==> config.mk <==
export PLATFORM = sky130hd
export DESIGN_NAME = muldiv_unit_flat
export DESIGN_NICKNAME = d
export VERILOG_FILES = /design/src/rtl/muldiv_unit_if.sv /design/src/rtl/muldiv_unit.sv /design/src/flat_wrapper.sv
export SDC_FILE = /design/constraint.sdc
export NUM_CORES = 1
export LEC_CHECK = 0
export CORE_UTILIZATION = 30
export CTS_BUF_LIST = sky130_fd_sc_hd__clkbuf_2 sky130_fd_sc_hd__clkbuf_4 sky130_fd_sc_hd__clkbuf_8
export DETAILED_ROUTE_END_ITERATION = 10
export PLACE_DENSITY_LB_ADDON = 0.3
export SYNTH_ARGS = -nofsm -noshare
export SYNTH_HDL_FRONTEND = slang
export SYNTH_SLANG_ARGS = --single-unit
==> constraint.sdc <==
create_clock -name clk -period 6.4 [get_ports clk]
set_input_delay 1.28 -clock clk [delete_from_list [all_inputs] [get_ports clk]]
set_output_delay 1.28 -clock clk [all_outputs]
set_load 0.05 [all_outputs]
==> src/rtl/muldiv_unit_if.sv <==
// Operand/result bundle between an issuing RV32 core and muldiv_unit.
// The master drives the request side, the slave (muldiv_unit) drives the completion side.
interface muldiv_unit_if #(
    parameter int DATA_WIDTH    = 32,
    parameter int ADDRESS_WIDTH = 5
);
    logic                     start;
    logic [2:0]               op;
    logic [DATA_WIDTH-1:0]    src_a;
    logic [DATA_WIDTH-1:0]    src_b;
    logic [ADDRESS_WIDTH-1:0] rd_in;
    logic                     busy;
    logic                     done;
    logic [DATA_WIDTH-1:0]    result;
    logic [ADDRESS_WIDTH-1:0] rd_out;
    logic                     we;

    modport master (output start, op, src_a, src_b, rd_in,
                    input  busy, done, result, rd_out, we);
    modport slave  (input  start, op, src_a, src_b, rd_in,
                    output busy, done, result, rd_out, we);
endinterface

==> src/rtl/muldiv_unit.sv <==
// Iterative RV32M multiply/divide unit with a fixed 33-cycle start-to-done latency.
// Define MULDIV_MUL_EN to build the shift-add multiplier; without it only divide ops produce results.
module muldiv_unit #(
    parameter int DATA_WIDTH    = 32,
    parameter int ADDRESS_WIDTH = 5
) (
    input  logic         clk,
    input  logic         rst,
    muldiv_unit_if.slave bus
);
    localparam int         W         = DATA_WIDTH;
    localparam logic [5:0] LAST_ITER = 6'(W - 1);

    typedef enum logic [1:0] {IDLE, CALC, DONE} state_e;

    state_e                   state_q, state_d;
    logic [5:0]               cnt_q, cnt_d;
    logic [2*W-1:0]           acc_q, acc_d;
    logic [W-1:0]             opb_q, opb_d;
    logic                     is_div_q, is_div_d;
    logic                     is_rem_q, is_rem_d;
    logic                     neg_res_q, neg_res_d;
    logic                     neg_rem_q, neg_rem_d;
    logic                     div_zero_q, div_zero_d;
    logic [ADDRESS_WIDTH-1:0] rd_lat_q, rd_lat_d;
    logic [ADDRESS_WIDTH-1:0] rd_out_q, rd_out_d;
    logic [W-1:0]             result_q, result_d;

    logic           accept, signed_a, signed_b, a_neg, b_neg, writes_ok;
    logic [W-1:0]   a_mag, b_mag, quo, rem, fin;
    logic [W:0]     div_up, div_diff;
    logic [2*W-1:0] acc_nx;

    assign accept = (state_q == IDLE) && bus.start;

    // Signedness is resolved once at acceptance; the iterations only ever see magnitudes.
    always_comb begin
        signed_a = bus.op[2] ? !bus.op[0] : (bus.op[1:0] == 2'b01 || bus.op[1:0] == 2'b10);
        signed_b = bus.op[2] ? !bus.op[0] : (bus.op[1:0] == 2'b01);
        a_neg    = signed_a && bus.src_a[W-1];
        b_neg    = signed_b && bus.src_b[W-1];
        a_mag    = a_neg ? -bus.src_a : bus.src_a;
        b_mag    = b_neg ? -bus.src_b : bus.src_b;
    end

`ifdef MULDIV_MUL_EN
    logic           mul_hi_q, mul_hi_d;
    logic [W:0]     mul_sum;
    logic [2*W-1:0] prod;

    assign mul_hi_d  = (bus.op[1:0] != 2'b00);
    assign mul_sum   = {1'b0, acc_q[2*W-1:W]} + (acc_q[0] ? {1'b0, opb_q} : {(W+1){1'b0}});
    assign writes_ok = 1'b1;

    always_ff @(posedge clk) begin
        if (accept) mul_hi_q <= mul_hi_d;
    end
`else
    assign writes_ok = is_div_q;
`endif

    // One iteration step plus the sign fix-up applied to its outcome.
    always_comb begin
        div_up   = acc_q[2*W-1:W-1];
        div_diff = div_up - {1'b0, opb_q};
        acc_nx   = acc_q;
        if (is_div_q) begin
            acc_nx = div_diff[W] ? {acc_q[2*W-2:0], 1'b0}
                                 : {div_diff[W-1:0], acc_q[W-2:0], 1'b1};
        end
`ifdef MULDIV_MUL_EN
        else begin
            acc_nx = {mul_sum, acc_q[W-1:1]};
        end
        prod = neg_res_q ? -acc_nx : acc_nx;
`endif
        quo = acc_nx[W-1:0];
        rem = acc_nx[2*W-1:W];
        fin = '0;
        if (is_div_q) begin
            if (is_rem_q)        fin = neg_rem_q ? -rem : rem;
            else if (div_zero_q) fin = '1;
            else                 fin = neg_res_q ? -quo : quo;
        end
`ifdef MULDIV_MUL_EN
        else begin
            fin = mul_hi_q ? prod[2*W-1:W] : prod[W-1:0];
        end
`endif
    end

    // NOTE: every next-state signal takes its current value first, so no path can infer a latch.
    always_comb begin
        state_d    = state_q;
        cnt_d      = cnt_q;
        acc_d      = acc_q;
        opb_d      = opb_q;
        is_div_d   = is_div_q;
        is_rem_d   = is_rem_q;
        neg_res_d  = neg_res_q;
        neg_rem_d  = neg_rem_q;
        div_zero_d = div_zero_q;
        rd_lat_d   = rd_lat_q;
        rd_out_d   = rd_out_q;
        result_d   = result_q;
        case (state_q)
            IDLE: begin
                if (bus.start) begin
                    acc_d      = {{W{1'b0}}, a_mag};
                    opb_d      = b_mag;
                    is_div_d   = bus.op[2];
                    is_rem_d   = bus.op[1];
                    neg_res_d  = a_neg ^ b_neg;
                    neg_rem_d  = a_neg;
                    div_zero_d = (bus.src_b == '0);
                    rd_lat_d   = bus.rd_in;
                    cnt_d      = '0;
                    state_d    = CALC;
                end
            end
            CALC: begin
                acc_d = acc_nx;
                cnt_d = cnt_q + 6'd1;
                if (cnt_q == LAST_ITER) begin
                    result_d = fin;
                    rd_out_d = rd_lat_q;
                    state_d  = DONE;
                end
            end
            DONE:    state_d = IDLE;
            default: state_d = IDLE;
        endcase
    end

    // NOTE: non-blocking assignments keep every register updating from the pre-edge values.
    always_ff @(posedge clk) begin
        if (rst) begin
            state_q  <= IDLE;
            cnt_q    <= '0;
            rd_out_q <= '0;
            result_q <= '0;
        end else begin
            state_q  <= state_d;
            cnt_q    <= cnt_d;
            rd_out_q <= rd_out_d;
            result_q <= result_d;
        end
    end

    // NOTE: operand/datapath registers carry no reset; they are always loaded on acceptance before use.
    always_ff @(posedge clk) begin
        acc_q      <= acc_d;
        opb_q      <= opb_d;
        is_div_q   <= is_div_d;
        is_rem_q   <= is_rem_d;
        neg_res_q  <= neg_res_d;
        neg_rem_q  <= neg_rem_d;
        div_zero_q <= div_zero_d;
        rd_lat_q   <= rd_lat_d;
    end

    assign bus.busy   = (state_q != IDLE);
    assign bus.done   = (state_q == DONE);
    assign bus.result = result_q;
    assign bus.rd_out = rd_out_q;
    assign bus.we     = bus.done && (rd_out_q != '0) && writes_ok;
endmodule

==> src/flat_wrapper.sv <==
// flat-port wrapper written by rule: the top's interface ports become plain ports
module muldiv_unit_flat 
#(
    parameter int DATA_WIDTH    = 32,
    parameter int ADDRESS_WIDTH = 5
)
  (clk, rst, bus_start, bus_op, bus_src_a, bus_src_b, bus_rd_in, bus_busy, bus_done, bus_result, bus_rd_out, bus_we);
  muldiv_unit_if #(.DATA_WIDTH(DATA_WIDTH), .ADDRESS_WIDTH(ADDRESS_WIDTH)) bus_i ();
  input  logic clk;
  input  logic rst;
  input wire logic [$bits(bus_i.start)-1:0] bus_start;
  input wire logic [$bits(bus_i.op)-1:0] bus_op;
  input wire logic [$bits(bus_i.src_a)-1:0] bus_src_a;
  input wire logic [$bits(bus_i.src_b)-1:0] bus_src_b;
  input wire logic [$bits(bus_i.rd_in)-1:0] bus_rd_in;
  output wire logic [$bits(bus_i.busy)-1:0] bus_busy;
  output wire logic [$bits(bus_i.done)-1:0] bus_done;
  output wire logic [$bits(bus_i.result)-1:0] bus_result;
  output wire logic [$bits(bus_i.rd_out)-1:0] bus_rd_out;
  output wire logic [$bits(bus_i.we)-1:0] bus_we;
  assign bus_i.start = bus_start;
  assign bus_i.op = bus_op;
  assign bus_i.src_a = bus_src_a;
  assign bus_i.src_b = bus_src_b;
  assign bus_i.rd_in = bus_rd_in;
  assign bus_busy = bus_i.busy;
  assign bus_done = bus_i.done;
  assign bus_result = bus_i.result;
  assign bus_rd_out = bus_i.rd_out;
  assign bus_we = bus_i.we;
  muldiv_unit #(.DATA_WIDTH(DATA_WIDTH), .ADDRESS_WIDTH(ADDRESS_WIDTH)) u_core (.clk(clk), .rst(rst), .bus(bus_i));
endmodule
# Yosys cells after proc, flatten, opt, wreduce, memory -nomap -nowiden
# Index checks and enable logic that the tools add are counted.
# totals
reg_bits	151
in_bits	75
output_inout_bits	40
word_cells	59
# classes
n_addsub	6
n_eq_ne	7
mux	18
n_bitwise	1
n_reduce_logical	15
# op_table
cell	n
$mux 32	7
$mux 64	3
$neg 32->32	4
$pmux 64 s2	1
$sub 33x32->33	1
$logic_not 32->1	1
$pmux 6 s2	1
$reduce_and 2->1	4
$add 6x1->6 const B	1
$eq 6x5->1 const B	1
$mux 6	1
$reduce_bool 5->1	1
$eq 2x1->1 const B	2
$eq 2x2->1 const B	2
$logic_and 1x1->1	4
$mux 2	2
$pmux 2 s2	1
$reduce_bool 2->1	2
$logic_not 2->1	1
$mux 1	2
$ne 2x1->1 const B	1
$ne 2x2->1 const B	1
$logic_not 1->1	1
$logic_or 1x1->1	1
$xor 1x1->1	1

# Depth between registers and ports, before layout
# Gate-level depths: netlist of the first run.
# logic_depth
depth_word	8
depth_mapped	24
mapped_depth_nobuf	24

# Worst setup path after synthesis of the first run
# No wires, ideal clock.
# synth_path
path_kind	register -> register
start	register u_core.is_div_q
end	register u_core.result_q[28] (netlist: u_core.bus.result[28])
t_arrival_ns	5.694
required_time_ns	6.337
path_slack_ns	0.643
path_stages_with_launch	22
n_path_buf	8
synth_period_minus_slack_ns	5.757
cell_sequence	edfxtp_1 -> buf_2 -> clkbuf_1 -> clkbuf_1 -> buf_1 -> buf_1 -> clkbuf_1 -> clkbuf_1 -> buf_1 -> mux2i_1 -> ha_1 -> nand2b_1 -> a2111o_1 -> or4_1 -> o41a_1 -> a21o_1 -> a21o_1 -> a21oi_1 -> xor2_1 -> o21ai_0 -> or3b_1 -> nand3_1
# synth_between
elab_chain_len	6
word_cells_on_any_way	8
cone_classes	add/sub (2); mux (6)
# synth_lines
element	line	rtl
start, declared	muldiv_unit.sv:20	logic is_div_q, is_div_d;
start signal, assigned	muldiv_unit.sv:154	is_div_q <= is_div_d;
$mux 64	muldiv_unit.sv:67	if (is_div_q) begin
$neg 32->32	muldiv_unit.sv:83	else fin = neg_res_q ? -quo : quo;
$mux 32	muldiv_unit.sv:83	
$mux 32	muldiv_unit.sv:82	else if (div_zero_q) fin = '1;
$mux 32	muldiv_unit.sv:81	if (is_rem_q) fin = neg_rem_q ? -rem : rem;
$mux 32 *	muldiv_unit.sv:80	if (is_div_q) begin
end signal, assigned	muldiv_unit.sv:146	result_q <= result_d;
end, declared	muldiv_unit.sv:27	logic [W-1:0] result_q, result_d;
# Every way passes the cells marked *; elsewhere a longest branch is shown, timed or not.
# A chain may end at the register's enable or synchronous reset.

# Final worst setup path of the first run
# layout_path
start	register u_core.acc_q[34]
end	register u_core.result_q[28] (netlist: u_core.bus.result[28])
# layout_between
elab_chain_len	8
word_cells_on_any_way	10
cone_classes	add/sub (3); mux (7)
# layout_lines
element	line	rtl
start, declared	muldiv_unit.sv:18	logic [2*W-1:0] acc_q, acc_d;
start signal, assigned	muldiv_unit.sv:152	acc_q <= acc_d;
$sub 33x32->33	muldiv_unit.sv:65	div_diff = div_up - {1'b0, opb_q};
$mux 64	muldiv_unit.sv:68	acc_nx = div_diff[W] ? {acc_q[2*W-2:0], 1'b0}
$mux 64 *	muldiv_unit.sv:67	
$neg 32->32	muldiv_unit.sv:83	
$mux 32	muldiv_unit.sv:83	
$mux 32	muldiv_unit.sv:82	
$mux 32 *	muldiv_unit.sv:81	
$mux 32 *	muldiv_unit.sv:80	
# Marked as above.

==> reports/metrics.cfg, run 1 <==
[status]
status = finished clean

[floorplanning]
fp.dieH_um = 201
coreArea_mm2 = 0.0388
die_x_um = 201
ios = 115
initial_core_util = 0.306
rows = 72
die_area_mm2 = 0.0404

[synthesis]
synth.distinct_cells = 87
synthFlopType = edfxtp_1
ys_ff_latch = 151
synth_edf_count = 106
syn_area_per_cell_um2 = 8.34
syn_inst = 1424
synth_nets = 1538
async_reset_ff_frac = 0
ys_seq_area_frac = 0.344
ys_warn_count = 0
synth_area_mm2 = 0.0119

[power]
switching_share = 0.396
power.switching_uw = 1280
p_seq_frac = 0.384
leakage_uw = 0.00503
p_clk_frac = 0.220
comb_power_share = 0.396
ir_drop_mv = 0.141
internal_power_uw = 1960
power_density_mw_per_mm2 = 232

[setup_path]
startpoint_type = register
r2r-end = u_core.bus.result[28]
cp_data_required_time_ns = 6.83
worst-setup-path-type = register to register
r2r_start = u_core.acc_q[34]
r2r_setup_slack_ns = 0.77
worstSetupEndpointType = register
path_max_fanout = 10
cp_data_arrival_time_ns = 6.06
reg2reg_depth = 20

[clock_tree]
cts_tree = built
clockBufferDepth = 2
cts_root_buf = clkbuf_8
post-cts-setup-buffers = 0
cts.clk_slew.worst_paths_ns = 0.10
cts_made_buffers = 17
ctsHtreeMaxLevel = 4
clock-sinks = 151
ctsResizeCount = 0
hold_buffers = 0
clock_latency_ns = 0.48

[global_routing]
overflow = 0
grt_pass1_wl_um = 59500
antenna_found_initial = 0
first_global_vias = 10400
track_usage = 0.187
grt_max_degree = 61

[timing]
worstMarginPinSlew_ns = 1.26
drv_slew = 0
min_period_ns = 5.63
period_share = 0.880
hold_viol = 0
tns_ns = 0
slew_headroom = 0.158
rsz0062_at_grt = no
finalSetupViolCount = 0
fmax_mhz = 178
fin_skew_ns = 0.0186

[hold_path]
min_from = u_core.bus.result[5]
whs_endpoint = u_core.bus.result[5]
hold_depth = 1
hp-class = register to register

[route]
detail_route.iter0.violations = 1062
vias_per_cell = 5.42
ant_nets = 0
dr.pass1.iters = 5
wirelength_um = 38000
drcViolationCount = 0
via_count = 11100
wire_per_inst_um = 18.6

[placement]
dp_hpwl_um = 29200
gp_congestion = 0.885
dp.cells = 2010
numPortBuffers = 114

[flow_run]
cap_violations = 0

[finish]
nNetsFinal = 1625
antenna_cells = 0
drive_gt1_frac = 0.0709
syn_to_final_growth_pct = 17.3
nFillCells = 3965
fin_cells = 2042

-- power groups by stage --
stage	Clock, uW	Sequential (uW)	Combinational, uW
after floorplan	0	1230	890
after global placement	0	1260	1260
after detailed placement	0	1260	1270
after CTS	731	1240	1270
after global routing	764	1260	1400
final	713	1240	1280
-- layout make-up --
class	count	area (um^2)	area share
multi-input cells	1131	7220	0.518
repair buffers	143	1360	0.0975
inverters	67	253	0.0181
clock inverters	11	101	0.00727
clock buffers	21	264	0.0189
flip-flops and latches	151	4080	0.293
well taps	518	648	0.0465
-- worst max-delay path, stage by stage (launching register included) --
cell       delay [ns]
edfxtp_1         0.51
ha_1             0.42
nand3_1          0.14
a21oi_2          0.23
o2111ai_2        0.21
a211oi_4         0.50
o21a_2           0.20
nor3_2           0.07
a21oi_1          0.25
ha_1             0.24
nand2b_1         0.07
a2111o_1         0.43
or4_1            0.50
o41a_1           0.44
a21o_1           0.21
a21o_1           0.20
a21oi_1          0.15
xor2_1           0.17
o21ai_0          0.13
or3b_1           0.42
nand3_1          0.09
-- layer usage --
metal,vias to the layer above,GRT usage,part of all wire,wire (um)
met2,317,0.310,0.48,18100
li1,5398,-,-,-
met5,-,0,0,0
met3,31,0.0261,0.049,1870
met1,5323,0.253,0.46,17500
met4,0,0.0499,0.016,595
-- synth_stat cells, types with 10 or more instances --
cell      count  area [um^2]
nor2b_1      10         62.6
a21oi_1     143          716
edfxtp_1    106         3180
o211ai_1     14          105
inv_1        66          248
or3_1        15         93.8
and2_1       13         81.3
o41ai_1      13          114
nor2_1      131          492
nand4_1      11         68.8
o21ai_0      90          450
o21a_1       13         97.6
nand3_1      36          180
xnor2_1      75          657
dfxtp_1      45          901
xor2_1       57          499
a211oi_1     14          105
nand2b_1     15         93.8
a31oi_1      14         87.6
or4_1        10         75.1
mux2i_1      23          230
nor3_1       38          190
a21o_1       12         90.1
nand2_1     172          646
ha_1         38          475
clkbuf_1     52          195
nor4_1       10         62.6
o31ai_1      23          173
-- layout by cell type (no fill, tap or decap), drive strengths merged, types with 5 or more instances in the layout --
cell             n
o41ai           16
or4             10
a2111oi          8
a311oi           9
o31ai           25
nor2           133
a2bb2oi          5
o221ai           5
mux2             5
buf             29
a211oi          19
mux2i           23
edfxtp         106
o211a            5
nand4           11
clkbuf          21
nor3            40
or3             15
o21a            14
ha              38
a31oi           14
a221oi           8
nand2b          15
o21ai           95
or2              8
nand2          172
clkinv           8
xor2            57
nand3           38
o211ai          14
a21oi          146
nor4            10
xnor2           75
nor2b           10
inv             67
and2            13
dfxtp           45
clkdlybuf4s50  114
a21o            12
-- kinds of logic (layout without fill, tap and decap cells) --
kind of cell | after synthesis | count (layout) | synth area share
compound gates | 435 | 435 | 0.248
fa+ha+maj | 39 | 39 | 0.0417
flops | 151 | 151 | 0.344
simple gates | 497 | 497 | 0.197
buf+inv | 142 | 242 | 0.0486
xor+xnor | 132 | 132 | 0.0974
mux | 28 | 28 | 0.0241
-- worst max-delay path by stage --
stage | from | endpoint | slack, ns | cells after the start
after CTS | u_core.acc_q[34] | u_core.bus.result[28] | 0.82 | 20
after global routing | u_core.acc_q[34] | u_core.bus.result[28] | 0.42 | 20
after floorplan | u_core.is_div_q | u_core.bus.result[28] | 0.64 | 21
after global placement | u_core.acc_q[36] | u_core.bus.result[28] | 0.90 | 20
final | u_core.acc_q[34] | u_core.bus.result[28] | 0.77 | 20
after detailed placement | u_core.acc_q[34] | u_core.bus.result[28] | 0.86 | 20
-- sequential cells by signal (all words and copies together), names as in the netlist --
name / cells
u_core.acc_q: 64
u_core.bus.result: 32
u_core.opb_q: 32
u_core.cnt_q: 6
u_core.bus.rd_out: 5
u_core.rd_lat_q: 5
u_core.state_q: 2
u_core.div_zero_q: 1
u_core.is_div_q: 1
u_core.is_rem_q: 1
u_core.neg_rem_q: 1
u_core.neg_res_q: 1
-- stage by stage --
step	worst slack [ns]	total power (uW)	instance area (um^2)	hold WS, ns	util
after floorplan	0.643	2120	11900	0.465	-
after CTS	0.820	3250	13900	0.463	0.359
final	0.771	3240	13900	0.461	0.359
after global routing	0.425	3420	13900	0.488	0.359
after detailed placement	0.864	2530	13600	0.448	0.349
after global placement	0.898	2530	13600	0.443	0.349
(Power assumes the default switching activity.)
==> inputs of run 2 (changes only) <==
- CORE_MARGIN: default -> 4
==> reports/metrics.cfg, run 2 (synthesis gave the netlist of run 1 again) <==
[timing]
min_period_ns = 5.64  ; +0.0129 ns
fin_skew_ns = 0.0206  ; +0.00200 ns
fmax_mhz = 177  ; -0.23%
drv_slew = 0  ; unchanged
rsz0062_at_grt = no
worstMarginPinSlew_ns = 1.28  ; +0.0243 ns
slew_headroom = 0.142  ; -0.0162
tns_ns = 0  ; unchanged
finalSetupViolCount = 0  ; unchanged
period_share = 0.882  ; +0.00202
hold_viol = 0  ; unchanged
holdWs_ns = 0.459  ; -0.00167 ns

[finish]
utilization = 0.359  ; about the same
largest_register_ffs = 64  ; unchanged
layout_commonest_cell = nand2_1
largest-register = u_core.acc_q
drive_gt1_frac = 0.0722  ; +0.00131
nNetsFinal = 1625  ; unchanged
antenna_cells = 0  ; unchanged
final_cell_mix = nand2_1, a21oi_1, nor2_1, clkdlybuf4s50_1, edfxtp_1
syn_to_final_growth_pct = 17.6

[floorplanning]
ios = 115  ; unchanged
initial_core_util = 0.305  ; -0.000708
coreArea_mm2 = 0.0389  ; +0.23%
rows = 72  ; unchanged
die_area_mm2 = 0.0428  ; +6.1%
fp.dieH_um = 207  ; +3.0%
die_x_um = 207  ; +3.0%

[setup_path]
critPathBufInv = 0  ; unchanged
path_max_fanout = 10  ; unchanged
cp.depth = 20  ; unchanged
worstSetupEndpointType = register
setup.worst_path.start = u_core.acc_q[36]
cpLargestDelayFamily = compound AO/OA/AOI/OAI gates
reg2reg_depth = 20  ; unchanged
cp_cell_sequence = ha_1, nand4_1, a21oi_2, o2111ai_2, a211oi_4, o21a_2, nor3_2, a21oi_1, ha_1, nand2b_1, a2111o_1, or4_1, o41a_1, a21o_1, a21o_1, a21oi_1, xor2_1, o21ai_0, or3b_1, nand3_1
cp_data_arrival_time_ns = 6.07  ; about the same
startpoint_type = register
max_stage_delay_ns = 0.52  ; about the same
crit_path_top_delay_cell = edfxtp_1
r2r_setup_slack_ns = 0.76  ; about the same
r2r_start = u_core.acc_q[36]
crit_path_end = u_core.bus.result[28]
r2r-end = u_core.bus.result[28]
worst-setup-path-type = register to register
cp_data_required_time_ns = 6.83  ; about the same

[clock_tree]
clock_latency_ns = 0.48  ; about the same
clock-sinks = 151  ; unchanged
cts.clk_slew.worst_paths_ns = 0.10  ; about the same
hold_buffers = 0  ; unchanged
cts_root_buf = clkbuf_8
ctsResizeCount = 0  ; unchanged
cts_made_buffers = 17  ; unchanged
ctsHtreeMaxLevel = 4  ; unchanged
clockBufferDepth = 2  ; unchanged
post-cts-setup-buffers = 0  ; unchanged
cts_tree = built

[route]
vias_per_cell = 5.39  ; -0.48%
wirelength_um = 38900  ; +2.3%
drcViolationCount = 0  ; unchanged
detail_route.iter0.violations = 929  ; -13%
dr.pass1.iters = 5  ; unchanged
via_count = 11000  ; -0.48%
wire_per_inst_um = 19.0  ; +2.3%
ant_nets = 0  ; unchanged

[global_routing]
grt_pass1_wl_um = 60800  ; +2.1%
first_global_vias = 10600  ; +1.6%
grt_max_degree = 78  ; +28%
overflow = 0  ; unchanged
track_usage = 0.180  ; -0.00659
antenna_found_initial = 0  ; unchanged

[power]
ir_drop_mv = 0.142  ; +0.45%
leakage_uw = 0.00505  ; +0.42%
power_density_mw_per_mm2 = 236  ; +1.6%
total_power_uw = 3300  ; +1.8%

[status]
status = finished clean

[placement]
gp_congestion = 0.889  ; +0.37%
numPortBuffers = 114  ; unchanged
dp_hpwl_um = 29800  ; +2.2%

[hold_path]
hp-class = register to register

[flow_run]
cap_violations = 0  ; unchanged

run 2: worst min path at each step:
stage                                      from               endpoint  slack [ns]  cells past startpoint
after floorplan                 u_core.cnt_q[1]        u_core.cnt_q[1]        0.47                      2
after global placement    u_core.bus.result[13]  u_core.bus.result[13]        0.45                      2
after detailed placement   u_core.bus.result[5]   u_core.bus.result[5]        0.45                      1
after CTS                  u_core.bus.result[1]   u_core.bus.result[1]        0.46                      2
after global routing       u_core.bus.result[5]   u_core.bus.result[5]        0.49                      1
final                      u_core.bus.result[1]   u_core.bus.result[1]        0.46                      2
run 2: final cells by class:
type                       instances  area [um^2]
clock buffer                      21          270
clock inverter                    11          126
fill                            4049        25000
inverter                          67          253
multi-input combinational       1131         7220
sequential                       151         4080
tap                              518          648
timing repair buffer             143         1360
run 2: worst register-to-register path, stage by stage (launching register included):
cell and delay, ns:
edfxtp_1 0.52, ha_1 0.46, nand4_1 0.14, a21oi_2 0.21, o2111ai_2 0.21, a211oi_4 0.52
o21a_2 0.21, nor3_2 0.06, a21oi_1 0.24, ha_1 0.24, nand2b_1 0.06, a2111o_1 0.43
or4_1 0.51, o41a_1 0.44, a21o_1 0.21, a21o_1 0.20, a21oi_1 0.16, xor2_1 0.16
o21ai_0 0.13, or3b_1 0.43, nand3_1 0.08
run 2: per-layer routing:
| metal | global-route usage | routed length, um |
|---|---|---|
| met5 | 0 | 0 |
| met4 | 0.0524 | 828 |
| met3 | 0.0256 | 1670 |
| met2 | 0.298 | 18600 |
| met1 | 0.246 | 17800 |
run 2: per-stage QoR:
step                setup WS, ns  area (um^2)  cells
detailed placement         0.813        13600   2010
CTS                        0.787        14000   2042
floorplan                  0.643        11900   1424
global route               0.354        14000   2042
finish                     0.758        14000   2042
global placement           0.886        13600   2010
run 2: where the power goes:
group          internal (uW)  switching [uW]  leakage [uW]
Sequential              1160            92.3       0.00141
Combinational            478             804       0.00343
Clock                    372             396      0.000205
